[src/rtl/uart_tx_frame.sv]
// uart_tx_frame: parametrised UART transmitter with an internal baud divider.
// Sends start + data + optional parity + 1/2 stop bits for each accepted word.
module uart_tx_frame #(
  parameter int unsigned DATA_BITS    = 8,
  parameter int unsigned PARITY       = 0,
  parameter int unsigned STOP_BITS    = 1,
  parameter int unsigned CLKS_PER_BIT = 16,
  parameter int unsigned LSB_FIRST    = 1
) (
  input  logic                 ref_clk,
  input  logic                 rst_n,
  input  logic                 in_valid,
  input  logic [DATA_BITS-1:0] in_data,
  output logic                 in_ready,
  output logic                 out,
  output logic                 busy,
  output logic                 done
);

  localparam int unsigned CNT_W = (CLKS_PER_BIT > 2) ? $clog2(CLKS_PER_BIT) : 1;
  localparam int unsigned IDX_W = $clog2(DATA_BITS + 1);

  localparam logic [CNT_W-1:0] CNT_LAST  = CNT_W'(CLKS_PER_BIT - 1);
  localparam logic [IDX_W-1:0] DATA_LAST = IDX_W'(DATA_BITS);
  localparam logic [IDX_W-1:0] STOP_LAST = IDX_W'(STOP_BITS);
  localparam logic [IDX_W-1:0] IDX_ONE   = IDX_W'(1);

  // Parameter legality is checked once at elaboration.
  generate
    if (DATA_BITS < 5 || DATA_BITS > 9) begin : g_bad_data_bits
      $error("uart_tx_frame: DATA_BITS must be 5..9");
    end
    if (PARITY > 2) begin : g_bad_parity
      $error("uart_tx_frame: PARITY must be 0, 1 or 2");
    end
    if (STOP_BITS < 1 || STOP_BITS > 2) begin : g_bad_stop_bits
      $error("uart_tx_frame: STOP_BITS must be 1 or 2");
    end
    if (CLKS_PER_BIT < 2) begin : g_bad_clks_per_bit
      $error("uart_tx_frame: CLKS_PER_BIT must be >= 2");
    end
    if (LSB_FIRST > 1) begin : g_bad_lsb_first
      $error("uart_tx_frame: LSB_FIRST must be 0 or 1");
    end
  endgenerate

  typedef enum logic [2:0] {
    S_IDLE,
    S_START,
    S_DATA,
    S_PARITY,
    S_STOP
  } state_t;

  state_t               state;
  logic [CNT_W-1:0]     cnt;
  logic [IDX_W-1:0]     bit_idx;
  logic [DATA_BITS-1:0] shreg;
  logic                 par_bit;

  logic                 bit_end_c;
  logic                 next_bit_c;
  logic [DATA_BITS-1:0] shreg_shift_c;
  logic                 parity_c;

  // Handshake readiness, end-of-bit strobe, next serial data bit and parity of the offered word.
  assign in_ready      = (state == S_IDLE);
  assign bit_end_c     = (cnt == CNT_LAST);
  assign next_bit_c    = (LSB_FIRST != 0) ? shreg[0] : shreg[DATA_BITS-1];
  assign shreg_shift_c = (LSB_FIRST != 0) ? (shreg >> 1) : (shreg << 1);
  assign parity_c      = (PARITY == 2) ? ~(^in_data) : (^in_data);

  // Frame sequencer: baud counter, bit index, shift register and registered line/status outputs.
  always_ff @(posedge ref_clk or negedge rst_n) begin
    if (!rst_n) begin
      state   <= S_IDLE;
      cnt     <= '0;
      bit_idx <= '0;
      shreg   <= '0;
      par_bit <= 1'b0;
      out     <= 1'b1;
      busy    <= 1'b0;
      done    <= 1'b0;
    end else begin
      done <= 1'b0;
      if (state != S_IDLE) begin
        cnt <= bit_end_c ? '0 : (cnt + CNT_W'(1));
      end
      case (state)
        S_IDLE: begin
          cnt     <= '0;
          bit_idx <= '0;
          out     <= 1'b1;
          if (in_valid) begin
            shreg   <= in_data;
            par_bit <= parity_c;
            state   <= S_START;
            out     <= 1'b0;
            busy    <= 1'b1;
          end
        end
        S_START: begin
          if (bit_end_c) begin
            out     <= next_bit_c;
            shreg   <= shreg_shift_c;
            bit_idx <= IDX_ONE;
            state   <= S_DATA;
          end
        end
        S_DATA: begin
          if (bit_end_c) begin
            if (bit_idx == DATA_LAST) begin
              if (PARITY != 0) begin
                out   <= par_bit;
                state <= S_PARITY;
              end else begin
                out     <= 1'b1;
                bit_idx <= IDX_ONE;
                state   <= S_STOP;
              end
            end else begin
              out     <= next_bit_c;
              shreg   <= shreg_shift_c;
              bit_idx <= bit_idx + IDX_ONE;
            end
          end
        end
        S_PARITY: begin
          if (bit_end_c) begin
            out     <= 1'b1;
            bit_idx <= IDX_ONE;
            state   <= S_STOP;
          end
        end
        S_STOP: begin
          if (bit_end_c) begin
            if (bit_idx == STOP_LAST) begin
              bit_idx <= '0;
              busy    <= 1'b0;
              done    <= 1'b1;
              state   <= S_IDLE;
            end else begin
              bit_idx <= bit_idx + IDX_ONE;
            end
          end
        end
        default: begin
          out   <= 1'b1;
          busy  <= 1'b0;
          state <= S_IDLE;
        end
      endcase
    end
  end

endmodule

[config.mk]
export PLATFORM = sky130hd
export DESIGN_NAME = uart_tx_frame
export DESIGN_NICKNAME = d
export VERILOG_FILES = /design/src/rtl/uart_tx_frame.sv
export SDC_FILE = /design/constraint.sdc
export NUM_CORES = 1
export LEC_CHECK = 0
export CELL_PAD_IN_SITES_DETAIL_PLACEMENT = 1
export CELL_PAD_IN_SITES_GLOBAL_PLACEMENT = 1
export CORE_ASPECT_RATIO = 1.5
export CORE_UTILIZATION = 43
export DETAILED_ROUTE_END_ITERATION = 6
export GPL_TIMING_DRIVEN = 0
export PLACE_DENSITY_LB_ADDON = 0.1
export SETUP_SLACK_MARGIN = 0.02
export SLEW_MARGIN = 20
export SYNTH_ARGS = -nofsm -noshare
export SYNTH_HDL_FRONTEND = slang
export SYNTH_SLANG_ARGS = --single-unit
[constraint.sdc]
create_clock -name ref_clk -period 2.4 [get_ports ref_clk]
set_input_delay 0.48 -clock ref_clk [delete_from_list [all_inputs] [get_ports ref_clk]]
set_output_delay 0.48 -clock ref_clk [all_outputs]
set_load 0.01 [all_outputs]
==> out/metrics.cfg <==
[placement]
port_buffers = 14
place_inst = 162
dpl_worst_slack_ns = 0.242
gp_congestion = 0.833
hpwl_microns = 2070

[die]
die_area_sq_um = 3070
row_count = 23
io_pins = 15
core_area_sq_um = 2680
die_y_microns = 67.4
dieWidth_microns = 45.6
start_util_pct = 45.8

[power_and_ir_drop]
finalPower_mw = 1.66
p_leak_nw = 0.621
vdd_drop_max_mv = 0.659
power_density_nw_per_um2 = 1120

[setup_path]
cp-end-kind = output pin
critPathSlowestCell = clkdlybuf4s50_1
crit_type = register to output pin
required_ns = 1.92
path_max_fanout = 10
crit_chain = buf_4 > nor3_4 > clkdlybuf4s50_1
slowest_delay_ns = 0.59
cp.arrival_ns = 1.71
start_kind = register

[route]
drt_iter0_markers = 33
first_pass_iters = 4
routed_wl_microns = 2740
detail-route-antenna-nets = 0
drc = 0
wl_per_cell_microns = 16.2
route.vias.total = 948
vias_per_cell = 5.61

[timing]
finalCriticalPeriod_ns = 2.19
finalSetupViolCount = 0
slew-limit-headroom_pct = 56.2
finalClockSkew_ns = 0.00834
max_slew.worst_pin.slew_ns = 0.655
finalCritPeriodShare_pct = 91.3
hold_violations = 0
rsz0062_at_grt = no
totalNegativeSetupSlack_ns = 0
maxSlewViolCount = 0
setup_ws_ns = 0.209
fmax_mhz = 456

[yosys]
ys_ff_latch = 22
avgSynthCellArea_sq_um = 11.0
synth_area_sq_um = 1220
synth_xor_area_share_pct = 1.43
synthAdderAreaFrac_pct = 4.09
synth.distinct_cells = 39
synth-async-reset-ratio_pct = 100
netlist_instances = 111
synthSimpleGateAreaFrac_pct = 17.5
synth_edf_count = 0
syn_nets = 126
yosysSeqAreaShare_pct = 45.0
synth_compound_area_share_pct = 13.9
ys.flop_type = dfrtp_1
synth_top_family_by_area = simple AND/OR/NAND/NOR gates
synth_mux_area_share_pct = 14.5
ys.warnings.count = 0

[status]
status = finished clean

[cts]
clkLatencyLatePin_ns = 0.27
cts.clk_slew.worst_paths_ns = 0.08
cts.sinks = 22
cts_resized = 0
cts_inserted_buffers = 3
cts_tree = yes
clockRootBuffer = clkbuf_8
htreeDepth = 1
clockBufferDepth = 2

[global_routing]
antenna_found_initial = 0
grt_pass1_vias = 1041
grt_first_pass_wirelength_microns = 4760
track_usage_pct = 21.5
grt-ovfl-total = 0
grt_max_degree = 23

[layout]
final_cell_mix = dfrtp_1, mux2_2, clkdlybuf4s50_1
final_common_cell = dfrtp_1
fin_util_pct = 55.4
syn_to_final_growth_pct = 21.1
multi_input_area_sq_um = 629
drive_gt1_share_pct = 26.5
final_cell_count_no_fill = 169
n_antenna_cell = 0
fillers = 296
regArea_sq_um = 552
nets = 148

[job]
max_cap_viol_count = 0

[hold_path]
hold_path.class = input pin to asynchronous set/reset pin

## per-stage QoR
step                hold WS (ns)  instance area, sq um
CTS                        0.503                  1470
detailed placement         0.484                  1410
global placement           0.482                  1410
floorplan                  0.184                  1220
finish                     0.169                  1480
global route               0.217                  1480
## area by class of cell
| cell class | instances | area share, % |
|---|---|---|
| clock buffers | 4 | 3.71 |
| well taps | 37 | 3.12 |
| flip-flops and latches | 22 | 37.2 |
| plain buffers | 4 | 1.94 |
| inverters | 4 | 1.01 |
| multi-input cells | 81 | 42.4 |
| repair buffers | 17 | 10.6 |
## sequential cells by signal, summed over array words and instances (netlist names)
| register | cells |
|---|---|
| state | 3 |
| shreg | 8 |
| out | 1 |
| bit_idx | 4 |
| cnt | 4 |
| busy | 1 |
| done | 1 |
## cells by family after synthesis
logic type / count (synthesis)
adders and majority gates: 4
buffers and inverters: 8
muxes: 16
AOI/OAI and AO/OA: 23
and+or+nand+nor: 36
xor gates and xnor gates: 2
DFF: 22
## path summary, 6_finish.rpt
check,from,endpoint,slack [ns],cells past startpoint
worst min register to register,shreg[7]$_DFFE_PN0P_,shreg[7]$_DFFE_PN0P_,0.50,1
worst max register to register,bit_idx[0]$_DFFE_PN0P_,shreg[1]$_DFFE_PN0P_,0.38,6
max in group asynchronous,rst_n,out$_DFFE_PN1P_,1.86,1
worst min-delay path,rst_n,bit_idx[2]$_DFFE_PN0P_,0.17,1
min in group ref_clk,shreg[7]$_DFFE_PN0P_,shreg[7]$_DFFE_PN0P_,0.50,1
worst max-delay path,state[0]$_DFFE_PN0P_,in_ready,0.21,3
## worst max-delay path: cells and delay by family (launching register included)
| kind | cells | cell delay [ns] |
|---|---|---|
| buffers and inverters | 2 | 0.77 |
| AND/OR/NAND/NOR | 1 | 0.29 |
| flip-flops | 1 | 0.39 |
## cells in the mapped netlist (2+ instances only)
cell / instances / area (sq um)
ha_1: 4 / 50.1
nor2_1: 8 / 30.0
nor3_1: 5 / 25.0
dfrtp_1: 21 / 526
mux2_2: 14 / 158
nor4_1: 2 / 12.5
and3_1: 2 / 12.5
inv_1: 4 / 15.0
o21ai_0: 6 / 30.0
or2_2: 2 / 12.5
nand3_1: 3 / 15.0
mux2i_1: 2 / 20.0
nand2_1: 2 / 7.51
buf_2: 2 / 10.0
a21oi_1: 8 / 40.0
xnor2_1: 2 / 17.5
nand2b_1: 2 / 12.5
## repair_timing
action,CTS,global route
endpoints found under the setup margin,0,1
setup buffers,0,3
hold buffers,0,0
## routing by layer
| metal | global-route usage, % | vias to the layer above | wire, microns | part of all wire, % |
|---|---|---|---|---|
| li1 | - | 455 | - | - |
| met1 | 23.1 | 474 | 1060 | 39 |
| met2 | 40.4 | 14 | 1570 | 57 |
| met3 | 2.41 | 5 | 57 | 2.1 |
| met4 | 9.09 | 0 | 55 | 2.0 |
| met5 | 0 | - | 0 | 0 |
## where the power goes
part           switching, mW  internal [mW]
sequential             0.113          0.516
combinational          0.350          0.411
clock                  0.124          0.147
Power figures use the tool's default switching activity.
